## src/rtl/ram_sched.sv

```systemverilog
// -----------------------------------------------------------------------------
// ram_sched
//
// Purpose
//   Schedules accesses from three engines onto a single-port synchronous RAM
//   and performs a zero-fill sweep of the RAM on request.
//     * CGR and SQG issue writes; BC issues reads.
//     * One grant per cycle at most. Grants are combinational in the cycle
//       the request is accepted. The RAM command follows on ram_* one cycle
//       later.
//     * BC read data comes back on bc_rd_data with bc_rd_valid, two cycles
//       after bc_gnt.
//     * A clear writes zero to addresses 0 .. CLR_DEPTH-1, one word per
//       cycle. No grants are issued while it runs.
//
// Build option
//   RAM_SCHED_FIXED_PRIO_EN : when defined, arbitration is fixed priority
//                             (bc > cgr > sqg). When undefined (default), it
//                             is round-robin over bc, cgr, sqg.
//
// Parameters
//   ADDR_LEN   RAM address width
//   DATA_LEN   RAM data width
//   CLR_DEPTH  number of words zeroed by a clear
//
// Ports
//   CLK          in   clock; all state updates on the rising edge
//   RST          in   synchronous active-high reset
//   clr_start    in   one-cycle pulse that starts a clear
//   clr_busy     out  clear sweep in progress
//   clr_done     out  one-cycle pulse in the cycle the last clear write issues
//   cgr_req      in   CGR write request; addr/data held until cgr_gnt
//   cgr_addr     in   CGR write address
//   cgr_data     in   CGR write data
//   sqg_req      in   SQG write request; addr/data held until sqg_gnt
//   sqg_addr     in   SQG write address
//   sqg_data     in   SQG write data
//   bc_req       in   BC read request; addr held until bc_gnt
//   bc_addr      in   BC read address
//   cgr_gnt      out  CGR request accepted this cycle
//   sqg_gnt      out  SQG request accepted this cycle
//   bc_gnt       out  BC request accepted this cycle
//   bc_rd_valid  out  bc_rd_data valid (two cycles after bc_gnt)
//   bc_rd_data   out  read data returned to BC; zero when not valid
//   ram_en       out  RAM access strobe
//   ram_we       out  RAM write enable
//   ram_addr     out  RAM address
//   ram_wdata    out  RAM write data
//   ram_rd_data  in   RAM read data; valid one cycle after a read strobe
// -----------------------------------------------------------------------------
module ram_sched #(
   parameter int ADDR_LEN  = 16,
   parameter int DATA_LEN  = 8,
   parameter int CLR_DEPTH = 65536
) (
   input  logic                CLK,
   input  logic                RST,

   input  logic                clr_start,
   output logic                clr_busy,
   output logic                clr_done,

   input  logic                cgr_req,
   input  logic [ADDR_LEN-1:0] cgr_addr,
   input  logic [DATA_LEN-1:0] cgr_data,
   input  logic                sqg_req,
   input  logic [ADDR_LEN-1:0] sqg_addr,
   input  logic [DATA_LEN-1:0] sqg_data,
   input  logic                bc_req,
   input  logic [ADDR_LEN-1:0] bc_addr,

   output logic                cgr_gnt,
   output logic                sqg_gnt,
   output logic                bc_gnt,

   output logic                bc_rd_valid,
   output logic [DATA_LEN-1:0] bc_rd_data,

   output logic                ram_en,
   output logic                ram_we,
   output logic [ADDR_LEN-1:0] ram_addr,
   output logic [DATA_LEN-1:0] ram_wdata,
   input  logic [DATA_LEN-1:0] ram_rd_data
);

   // ---------------------------------------------------------------------------
   // Constants
   // ---------------------------------------------------------------------------
   localparam logic [0:0] SERVE = 1'b0;
   localparam logic [0:0] CLEAR = 1'b1;

   // The clear counter is one bit wider than the address, so a sweep of the
   // full 2^ADDR_LEN space still reaches its last value without wrapping.
   localparam logic [ADDR_LEN:0] CLR_LAST = (ADDR_LEN + 1)'(CLR_DEPTH - 1);
   localparam logic [ADDR_LEN:0] CLR_ONE  = (ADDR_LEN + 1)'(1);

   // Requester bit positions inside req_vec / gnt_vec.
   localparam int BC  = 0;
   localparam int CGR = 1;
   localparam int SQG = 2;

`ifdef RAM_SCHED_FIXED_PRIO_EN
`else
   // Round-robin pointer: the requester that currently has highest priority.
   localparam logic [1:0] PTR_BC  = 2'd0;
   localparam logic [1:0] PTR_CGR = 2'd1;
   localparam logic [1:0] PTR_SQG = 2'd2;

   logic [1:0] ptr_q;
`endif

   // ---------------------------------------------------------------------------
   // State
   // ---------------------------------------------------------------------------
   logic [0:0]          state_q;
   logic [ADDR_LEN:0]   clr_cnt_q;

   // Registered RAM command from a grant in the previous cycle.
   logic                cmd_en_q;
   logic                cmd_we_q;
   logic [ADDR_LEN-1:0] cmd_addr_q;
   logic [DATA_LEN-1:0] cmd_data_q;

   // A read strobe on the RAM last cycle means its data is on ram_rd_data now.
   logic                rd_valid_q;

   // ---------------------------------------------------------------------------
   // Arbitration
   // ---------------------------------------------------------------------------
   logic       in_clear;
   logic       clr_last;
   logic       arb_ok;
   logic [2:0] req_vec;
   logic [2:0] gnt_vec;

   assign in_clear = (state_q == CLEAR);
   assign clr_last = in_clear && (clr_cnt_q == CLR_LAST);

   // Grants are withheld in the clr_start cycle, so nothing can be queued
   // behind the first clear write. They are also withheld under reset, so
   // that no command is half-accepted.
   assign arb_ok  = (state_q == SERVE) && !clr_start && !RST;
   assign req_vec = {sqg_req, cgr_req, bc_req};

   // NOTE: every signal written in an always_comb gets a default on entry;
   // otherwise a path that skips the assignment infers a latch.
   always_comb begin
      gnt_vec = 3'b000;
      if (arb_ok) begin
`ifdef RAM_SCHED_FIXED_PRIO_EN
         if      (req_vec[BC])  gnt_vec[BC]  = 1'b1;
         else if (req_vec[CGR]) gnt_vec[CGR] = 1'b1;
         else if (req_vec[SQG]) gnt_vec[SQG] = 1'b1;
`else
         // Scan from the pointer in bc -> cgr -> sqg order, wrapping around.
         case (ptr_q)
            PTR_BC: begin
               if      (req_vec[BC])  gnt_vec[BC]  = 1'b1;
               else if (req_vec[CGR]) gnt_vec[CGR] = 1'b1;
               else if (req_vec[SQG]) gnt_vec[SQG] = 1'b1;
            end
            PTR_CGR: begin
               if      (req_vec[CGR]) gnt_vec[CGR] = 1'b1;
               else if (req_vec[SQG]) gnt_vec[SQG] = 1'b1;
               else if (req_vec[BC])  gnt_vec[BC]  = 1'b1;
            end
            default: begin
               if      (req_vec[SQG]) gnt_vec[SQG] = 1'b1;
               else if (req_vec[BC])  gnt_vec[BC]  = 1'b1;
               else if (req_vec[CGR]) gnt_vec[CGR] = 1'b1;
            end
         endcase
`endif
      end
   end

   assign bc_gnt  = gnt_vec[BC];
   assign cgr_gnt = gnt_vec[CGR];
   assign sqg_gnt = gnt_vec[SQG];

   // ---------------------------------------------------------------------------
   // Next RAM command, selected by the winning grant
   // ---------------------------------------------------------------------------
   logic                nxt_en;
   logic                nxt_we;
   logic [ADDR_LEN-1:0] nxt_addr;
   logic [DATA_LEN-1:0] nxt_data;

   always_comb begin
      nxt_en   = 1'b0;
      nxt_we   = 1'b0;
      nxt_addr = '0;
      nxt_data = '0;
      if (gnt_vec[BC]) begin
         nxt_en   = 1'b1;
         nxt_addr = bc_addr;
      end else if (gnt_vec[CGR]) begin
         nxt_en   = 1'b1;
         nxt_we   = 1'b1;
         nxt_addr = cgr_addr;
         nxt_data = cgr_data;
      end else if (gnt_vec[SQG]) begin
         nxt_en   = 1'b1;
         nxt_we   = 1'b1;
         nxt_addr = sqg_addr;
         nxt_data = sqg_data;
      end
   end

   // ---------------------------------------------------------------------------
   // Sequential state
   // ---------------------------------------------------------------------------
   // NOTE: state is updated with non-blocking assignments only, so every
   // flop samples the values from before the edge regardless of statement
   // order.
   always_ff @(posedge CLK) begin
      if (RST) begin
         state_q    <= SERVE;
         clr_cnt_q  <= '0;
         cmd_en_q   <= 1'b0;
         cmd_we_q   <= 1'b0;
         cmd_addr_q <= '0;
         cmd_data_q <= '0;
         rd_valid_q <= 1'b0;
      end else begin
         case (state_q)
            SERVE: begin
               if (clr_start) begin
                  state_q   <= CLEAR;
                  clr_cnt_q <= '0;
               end
            end
            default: begin
               // clr_start is not looked at here: a running sweep cannot be
               // restarted.
               if (clr_last) begin
                  state_q   <= SERVE;
                  clr_cnt_q <= '0;
               end else begin
                  clr_cnt_q <= clr_cnt_q + CLR_ONE;
               end
            end
         endcase

         cmd_en_q   <= nxt_en;
         cmd_we_q   <= nxt_we;
         cmd_addr_q <= nxt_addr;
         cmd_data_q <= nxt_data;

         // A read command already on the bus completes even if a clear
         // starts in the same cycle; the clear writes begin one cycle later.
         rd_valid_q <= cmd_en_q && !cmd_we_q;
      end
   end

`ifdef RAM_SCHED_FIXED_PRIO_EN
`else
   // The pointer moves just past the last winner and holds when idle.
   always_ff @(posedge CLK) begin
      if (RST) begin
         ptr_q <= PTR_BC;
      end else if (gnt_vec[BC]) begin
         ptr_q <= PTR_CGR;
      end else if (gnt_vec[CGR]) begin
         ptr_q <= PTR_SQG;
      end else if (gnt_vec[SQG]) begin
         ptr_q <= PTR_BC;
      end
   end
`endif

   // ---------------------------------------------------------------------------
   // Outputs
   // ---------------------------------------------------------------------------
   // During a sweep the RAM is driven straight from the counter. The grant
   // path is idle then (no grants in the start cycle or in CLEAR), so the
   // registered command is known to be empty and the two never overlap.
   assign ram_en    = in_clear || cmd_en_q;
   assign ram_we    = in_clear || cmd_we_q;
   assign ram_addr  = in_clear ? clr_cnt_q[ADDR_LEN-1:0] : cmd_addr_q;
   assign ram_wdata = in_clear ? '0 : cmd_data_q;

   assign clr_busy  = in_clear && !clr_last;
   assign clr_done  = clr_last;

   assign bc_rd_valid = rd_valid_q;
   assign bc_rd_data  = rd_valid_q ? ram_rd_data : '0;

endmodule

```

## config.mk

```make
export PLATFORM = sky130hd
export DESIGN_NAME = ram_sched
export DESIGN_NICKNAME = d
export VERILOG_FILES = /design/src/rtl/ram_sched.sv
export SDC_FILE = /design/constraint.sdc
export NUM_CORES = 1
export LEC_CHECK = 0
export ABC_AREA = 1
export BUFFER_PORTS_ARGS = -buffer_cell sky130_fd_sc_hd__buf_2
export CAP_MARGIN = 20
export CORE_MARGIN = 3
export CORE_UTILIZATION = 47
export DETAILED_ROUTE_END_ITERATION = 7
export GPL_TIMING_DRIVEN = 0
export PLACE_DENSITY = 0.81
export SYNTH_ARGS = -nofsm -noshare
export SYNTH_HDL_FRONTEND = slang
export SYNTH_SLANG_ARGS = --single-unit
```

## constraint.sdc

```tcl
create_clock -name CLK -period 1.45 [get_ports CLK]
set_input_delay 0.145 -clock CLK [delete_from_list [all_inputs] [get_ports CLK]]
set_output_delay 0.145 -clock CLK [all_outputs]
set_load 0.005 [all_outputs]
```

==> metrics.cfg, run 1 <==
[worst_hold_path]
hold_depth = 2
hold_class = in -> reg

[timing]
tightest_slew_ps = 501.8
setup_viol = 19
max_freq_mhz = 611.6
final.setup_skew_ps = 7.325
fin_crit_sh = 1.128
fin_crit_ps = 1635
rsz0062_at_grt = yes
final_hold_viol_count = 0
relSlewSlack = 0.6655
finalMaxSlewViolations = 0
finalWorstSetupSlack_ps = -185.0

[worst_setup_path]
path_cells = nand2_2 -> nor2_2 -> nand2_4 -> nor2_4 -> nand2_2 -> nor3_2 -> buf_2
arrival_ps = 1490
cp_num_buf_inv = 1
critical_path.most_common_cell = nand2_2
r2r_slack_ps = -30
cpPeakStageDelay_ps = 420
worstSetupPathType = reg -> out
r2r_cells = 8
cp-end-kind = output pin
startpoint_type = flop
cp.depth = 7
cpMaxStageDelayCell = dfxtp_2
critical_path.max_fanout = 5
path_delay_family = simple AND/OR/NAND/NOR gates
worstPathRequired_ps = 1310

[placed_design]
dp_hpwl_um = 5802
placed_cell_area_mm2 = 0.003178
io_buffers = 117
routabilityCongestion = 0.8986

[global_route]
grt_first_pass_wirelength_um = 12610
use_met2 = 0.4638
grt_pass1_vias = 2881
global_route.usage.met1 = 0.2952
grt_start_max_net_pins = 15
antenna_found_initial = 0
overflow = 0
top_usage_layer = met2
grt.met3_usage = 0.04762
grt_util_all_layers = 0.2542

[route]
dr.pass1.iters = 5
drtIter0Drc = 329
wl_per_cell_um = 15.68
vias_per_cell = 5.301
drtAntennaViolNets = 0
vias = 3255
route.detailed.drc = 0
routed_wl_um = 9628

[clocking]
clk_pin_slew_worst_paths_ps = 90
cts_made_buffers = 5
ctsRootBufferMaster = clkbuf_8
cts.sinks = 47
cts_buffer_depth = 2
cts_tree = done
htree_levels = 2
ctsHoldBuffers = 0
worstSkewPairLatency_ps = 310

[logic_synthesis]
ys_ff_latch = 47
netlist_instances = 391
synth_top_area_frac = 0.3751
synth.area.top_cells = dfxtp_1 38%, nand2_1 23%, inv_1 7.2%
synth_warnings = 0
synthDistinctLibCells = 23
synth.avg_cell_area_um2 = 6.416
synth_top_area_cell = dfxtp_1
netlist_area_mm2 = 0.002509
ys_seq_area_frac = 0.3751
syn_nets = 470

[die]
fp-row-count = 25
initial_core_util = 0.5076
coreArea_mm2 = 0.004942
pin_count = 118
die-area_mm2 = 0.006250
die_h_um = 79.06
die_w_um = 79.06

[power_and_ir_drop]
cellPowerDensity_mw_per_mm2 = 742.9
p_leak_nw = 2.064
vdd_drop_max_mv = 0.4729

[finish]
regArea_um2 = 970.9
final.fill_count = 344
nets = 626
post-route-util = 0.7919
drive_gt1_frac = 0.4497
n_antenna_cell = 0
multi_input_area_mm2 = 0.001478
area_growth_pct = 56.01
layout_common_cells = 140 x nand2_1, 114 x buf_2, 46 x inv_1
final_common_cell = nand2_1
final_cell_area_mm2 = 0.003914

[status]
violations = negative setup slack
outcome = finished with violations

[job]
maxCapViolCount = 0

==> final timing paths <==
path,from,to
worst max-delay path,clr_cnt_q[6],clr_done
worst min-delay path,RST,bc_rd_valid
worst max register to register,clr_cnt_q[6],clr_cnt_q[14]
worst min register to register,cmd_en_q,bc_rd_valid
==> timing repair <==
action / in CTS / in global routing
buffers inserted: 16 / 17
hold endpoints to repair: 0 / 0
cloned: 1 / 3
pin swaps: 6 / 10
endpoints found under the setup margin: 38 / 43
resized for setup: 45 / 88
==> Yosys cell counts (all sizes together) <==
library cell,n
nand2,160
inv,54
dfxtp,47
nor2,33
nand3,28
o21ai,23
nand4,15
clkbuf,8
o21bai,6
buf,5
xor2,4
a21oi,3
nor3,2
or2,2
ha,1
==> routing by layer <==
layer | part of all wire | routed length [µm]
met1 | 0.36 | 3428
met2 | 0.51 | 4924
met3 | 0.090 | 869
met4 | 0.042 | 405
met5 | 0 | 0
==> report_power, final <==
group	internal [mW]	switching [mW]	total (mW)
registers	1.34	0.0279	1.36
logic	0.286	0.294	0.580
clock network	0.504	0.461	0.965
==> cell type report <==
| class | count | area share |
|---|---|---|
| clock inverter | 2 | 0.009591 |
| multi-input combinational | 277 | 0.3776 |
| buffer | 8 | 0.02174 |
| tap | 67 | 0.02142 |
| clock buffer | 5 | 0.01758 |
| timing repair buffer | 153 | 0.2410 |
| inverter | 54 | 0.06074 |
| sequential | 47 | 0.2481 |
| timing repair inverter | 1 | 0.002238 |
==> per-stage QoR <==
stage	power, mW	setup WS [ps]	std cells	TNS (ps)	hold slack, ps
2_1_floorplan	1.557	149.4	391	0	222.5
3_3_place_gp	1.753	-98.26	575	-105.4	336.8
3_5_place_dp	1.759	-157.2	575	-244.1	339.7
4_1_cts	2.733	-222.2	596	-885.3	26.58
5_1_grt	3.001	-241.2	614	-1811	20.61
6_report	2.908	-185.0	614	-840.1	17.29
==> logic make-up after synthesis <==
family          synth area share
simple gates              0.4180
buf+inv                   0.1182
flops                     0.3751
compound gates           0.06982
xor+xnor                 0.01396
fa+ha+maj               0.004987
==> flip-flops by register name, indices dropped and copies added (netlist names) <==
signal       count
ptr_q            2
bc_rd_valid      1
in_clear         1
cmd_addr_q      16
cmd_data_q       8
clr_cnt_q       17
cmd_en_q         1
cmd_we_q         1
Note: power is estimated with default switching activity, not from simulation.
==> run 2, diff against run 1 <==
--- a/config.mk
+++ b/config.mk
@@ -9,10 +9,10 @@
 export BUFFER_PORTS_ARGS = -buffer_cell sky130_fd_sc_hd__buf_2
 export CAP_MARGIN = 20
 export CORE_MARGIN = 3
-export CORE_UTILIZATION = 47
+export CORE_UTILIZATION = 50
 export DETAILED_ROUTE_END_ITERATION = 7
 export GPL_TIMING_DRIVEN = 0
-export PLACE_DENSITY = 0.81
+export PLACE_DENSITY = 0.85
 export SYNTH_ARGS = -nofsm -noshare
 export SYNTH_HDL_FRONTEND = slang
 export SYNTH_SLANG_ARGS = --single-unit
==> constraint.sdc (replaced) <==
create_clock -name CLK -period 1.9 [get_ports CLK]
set_input_delay 0.19 -clock CLK [delete_from_list [all_inputs] [get_ports CLK]]
set_output_delay 0.19 -clock CLK [all_outputs]
set_load 0.005 [all_outputs]
==> run 2 against run 1 <==
The flow now finishes without violations; design area shrank 15%; global-route usage shrank 1.1 points; first-iteration DRC count shrank 43%; routed wire length shrank 26%; clock power shrank 37%; clock skew is essentially flat; sequential power shrank 24%; critical path type unchanged; critical endpoint unchanged.
==> metrics.cfg, run 2 (synthesized netlist as in run 1, its figures left out) <==
[power_and_ir_drop]
power_mw = 1.928  ; was 2.908 mW
p_leak_nw = 1.769  ; was 2.064 nW
cellPowerDensity_mw_per_mm2 = 578.3  ; was 742.9 mW/mm²
vdd_drop_max_mv = 0.3739  ; was 0.4729 mV

[finish]
final_cell_area_mm2 = 0.003333  ; was 0.003914 mm²
area_growth_pct = 32.87  ; was 56.01%
nets = 598  ; was 626
regMostFlops = clr_cnt_q  ; unchanged
layout_common_cells = 155 x nand2_1, 117 x buf_2, 48 x inv_1  ; was 140 x nand2_1, 114 x buf_2, 46 x inv_1
largest_reg_flops = 17  ; unchanged
n_antenna_cell = 0  ; unchanged
reg.largest.list = clr_cnt_q x17, cmd_addr_q x16, cmd_data_q x8  ; unchanged
drive_gt1_frac = 0.3192  ; was 0.4497
final_common_cell = nand2_1  ; unchanged
fin_cells = 587  ; was 614

[timing]
finalMaxSlewViolations = 0  ; unchanged
max_freq_mhz = 557.6
rsz0062_at_grt = yes  ; unchanged
tightest_slew_ps = 485.1  ; was 501.8 ps
final.setup_skew_ps = 7.592  ; was 7.325 ps
fin_crit_ps = 1793
fin_crit_sh = 0.9439
relSlewSlack = 0.6766  ; was 0.6655
final_hold_viol_count = 0  ; unchanged
finalWorstSetupSlack_ps = 106.5  ; was -185.0 ps
setup_viol = 0  ; was 19

[worst_hold_path]
hold_class = in -> reg  ; unchanged
min_to = cmd_data_q[1]  ; was bc_rd_valid
hold_start = cgr_data[1]  ; was RST
hold_depth = 3  ; was 2

[worst_setup_path]
cp-end-kind = output pin  ; unchanged
cpMaxStageDelayCell = dfxtp_4  ; was dfxtp_2
critical_path.most_common_cell = nand2_1  ; was nand2_2
arrival_ps = 1600  ; was 1490 ps
worstPathRequired_ps = 1710  ; was 1310 ps
path_cells = ha_4 -> nand2_1 -> nor2_2 -> nand2_2 -> nor2_4 -> nand2_1 -> nor3_1 -> buf_2  ; was nand2_2 -> nor2_2 -> nand2_4 -> nor2_4 -> nand2_2 -> nor3_2 -> buf_2
regToRegEndpoint = clr_cnt_q[10]  ; was clr_cnt_q[14]
worstSetupPathType = reg -> out  ; unchanged
r2r_slack_ps = 430  ; was -30 ps
path_delay_family = simple AND/OR/NAND/NOR gates  ; unchanged
startpoint_type = flop  ; unchanged
critical_path.max_fanout = 4  ; was 5
cp_num_buf_inv = 1  ; unchanged
r2r_start = clr_cnt_q[0]  ; was clr_cnt_q[6]
cpPeakStageDelay_ps = 380  ; was 420 ps
r2r_cells = 9  ; was 8

[route]
routed_wl_um = 7120  ; was 9628 µm
vias = 2828  ; was 3255
drtAntennaViolNets = 0  ; unchanged
vias_per_cell = 4.818  ; was 5.301
drtIter0Drc = 188  ; was 329
dr.pass1.iters = 4  ; was 5
wl_per_cell_um = 12.13  ; was 15.68 µm
route.detailed.drc = 0  ; unchanged

[clocking]
cts_tree = done  ; unchanged
worstSkewPairLatency_ps = 300  ; was 310 ps
ctsRootBufferMaster = clkbuf_8  ; unchanged
clk_pin_slew_worst_paths_ps = 90  ; about the same
cts.sinks = 47  ; unchanged
cts_buffer_depth = 2  ; unchanged
cts_made_buffers = 5  ; unchanged
htree_levels = 2  ; unchanged

[global_route]
grt_start_max_net_pins = 15  ; unchanged
grt_util_all_layers = 0.2437  ; was 0.2542
overflow = 0  ; unchanged
grt_first_pass_wirelength_um = 11700  ; was 12610 µm
antenna_found_initial = 0  ; unchanged
grt_pass1_vias = 2568  ; was 2881

[die]
pin_count = 118  ; unchanged
die_w_um = 76.83  ; was 79.06 µm
initial_core_util = 0.5242  ; was 0.5076
coreArea_mm2 = 0.004786  ; was 0.004942 mm²
fp-row-count = 25  ; unchanged
die_h_um = 76.83  ; was 79.06 µm
die-area_mm2 = 0.005903  ; was 0.006250 mm²

[status]
outcome = finished clean  ; was finished with violations

[placed_design]
io_buffers = 117  ; unchanged
routabilityCongestion = 0.8904  ; was 0.8986
placed_cell_area_mm2 = 0.003178  ; unchanged
dp_slack_ps = 276.0  ; was -157.2 ps
dp_hpwl_um = 5674  ; was 5802 µm
dp_cells = 575  ; unchanged

[job]
maxCapViolCount = 0  ; unchanged

==> run 2: where the power goes <==
group / total (mW) / leakage (nW) / internal, mW / switching (mW)
Sequential: 1.04 / 0.385 / 1.02 / 0.0161
Combinational: 0.288 / 1.34 / 0.130 / 0.158
Clock: 0.604 / 0.0412 / 0.258 / 0.346
==> run 2: worst reg2reg max path, delay by kind of cell, from the launching register on <==
family,cells,cell delay [ps]
and+or+nand+nor,7,680
buffers and inverters,1,160
DFF,1,380
adders and majority gates,1,140
==> run 2: cell type report <==
class | instances | area (µm²)
buffer | 13 | 88.84
clock buffer | 6 | 72.57
clock inverter | 2 | 12.51
fill | 392 | 1453
inverter | 54 | 210.2
multi-input combinational | 277 | 1299
sequential | 47 | 950.9
tap | 67 | 83.83
timing repair buffer | 121 | 615.6
==> run 2: timing repair <==
action / 4_1_cts / 5_1_grt
buffers inserted: 0 / 4
cloned: 0 / 0
pin swaps: 0 / 3
gates resized for setup: 2 / 17
hold buffers: 0 / 0
setup endpoints to repair: 1 / 6
==> run 2: worst max path at each step <==
stage,startpoint,end,slack (ps),depth (start not counted)
floorplan,clr_cnt_q[1],clr_done,550,7
global placement,clr_cnt_q[1],clr_done,320,8
detailed placement,clr_cnt_q[1],clr_done,280,8
CTS,clr_cnt_q[1],clr_done,3,8
global route,clr_cnt_q[0],clr_done,-20,8
finish,clr_cnt_q[0],clr_done,110,8
==> run 2: routing by layer <==
layer  GRT usage  vias to the layer above  share of wire
met1      0.2895                     1241           0.40
li1            -                     1467              -
met5           0                        -              0
met2      0.4268                      109           0.50
met3     0.06808                       11          0.082
met4     0.06884                        0          0.015
==> run 2: stage by stage <==
step / utilization / setup TNS, ps / hold slack [ps]
after floorplan: - / 0 / 267.5
after global placement: 0.6641 / 0 / 379.4
after detailed placement: 0.6641 / 0 / 381.4
after CTS: 0.6829 / 0 / 69.83
after global routing: 0.6965 / -18.25 / 76.66
final: 0.6965 / 0 / 68.72
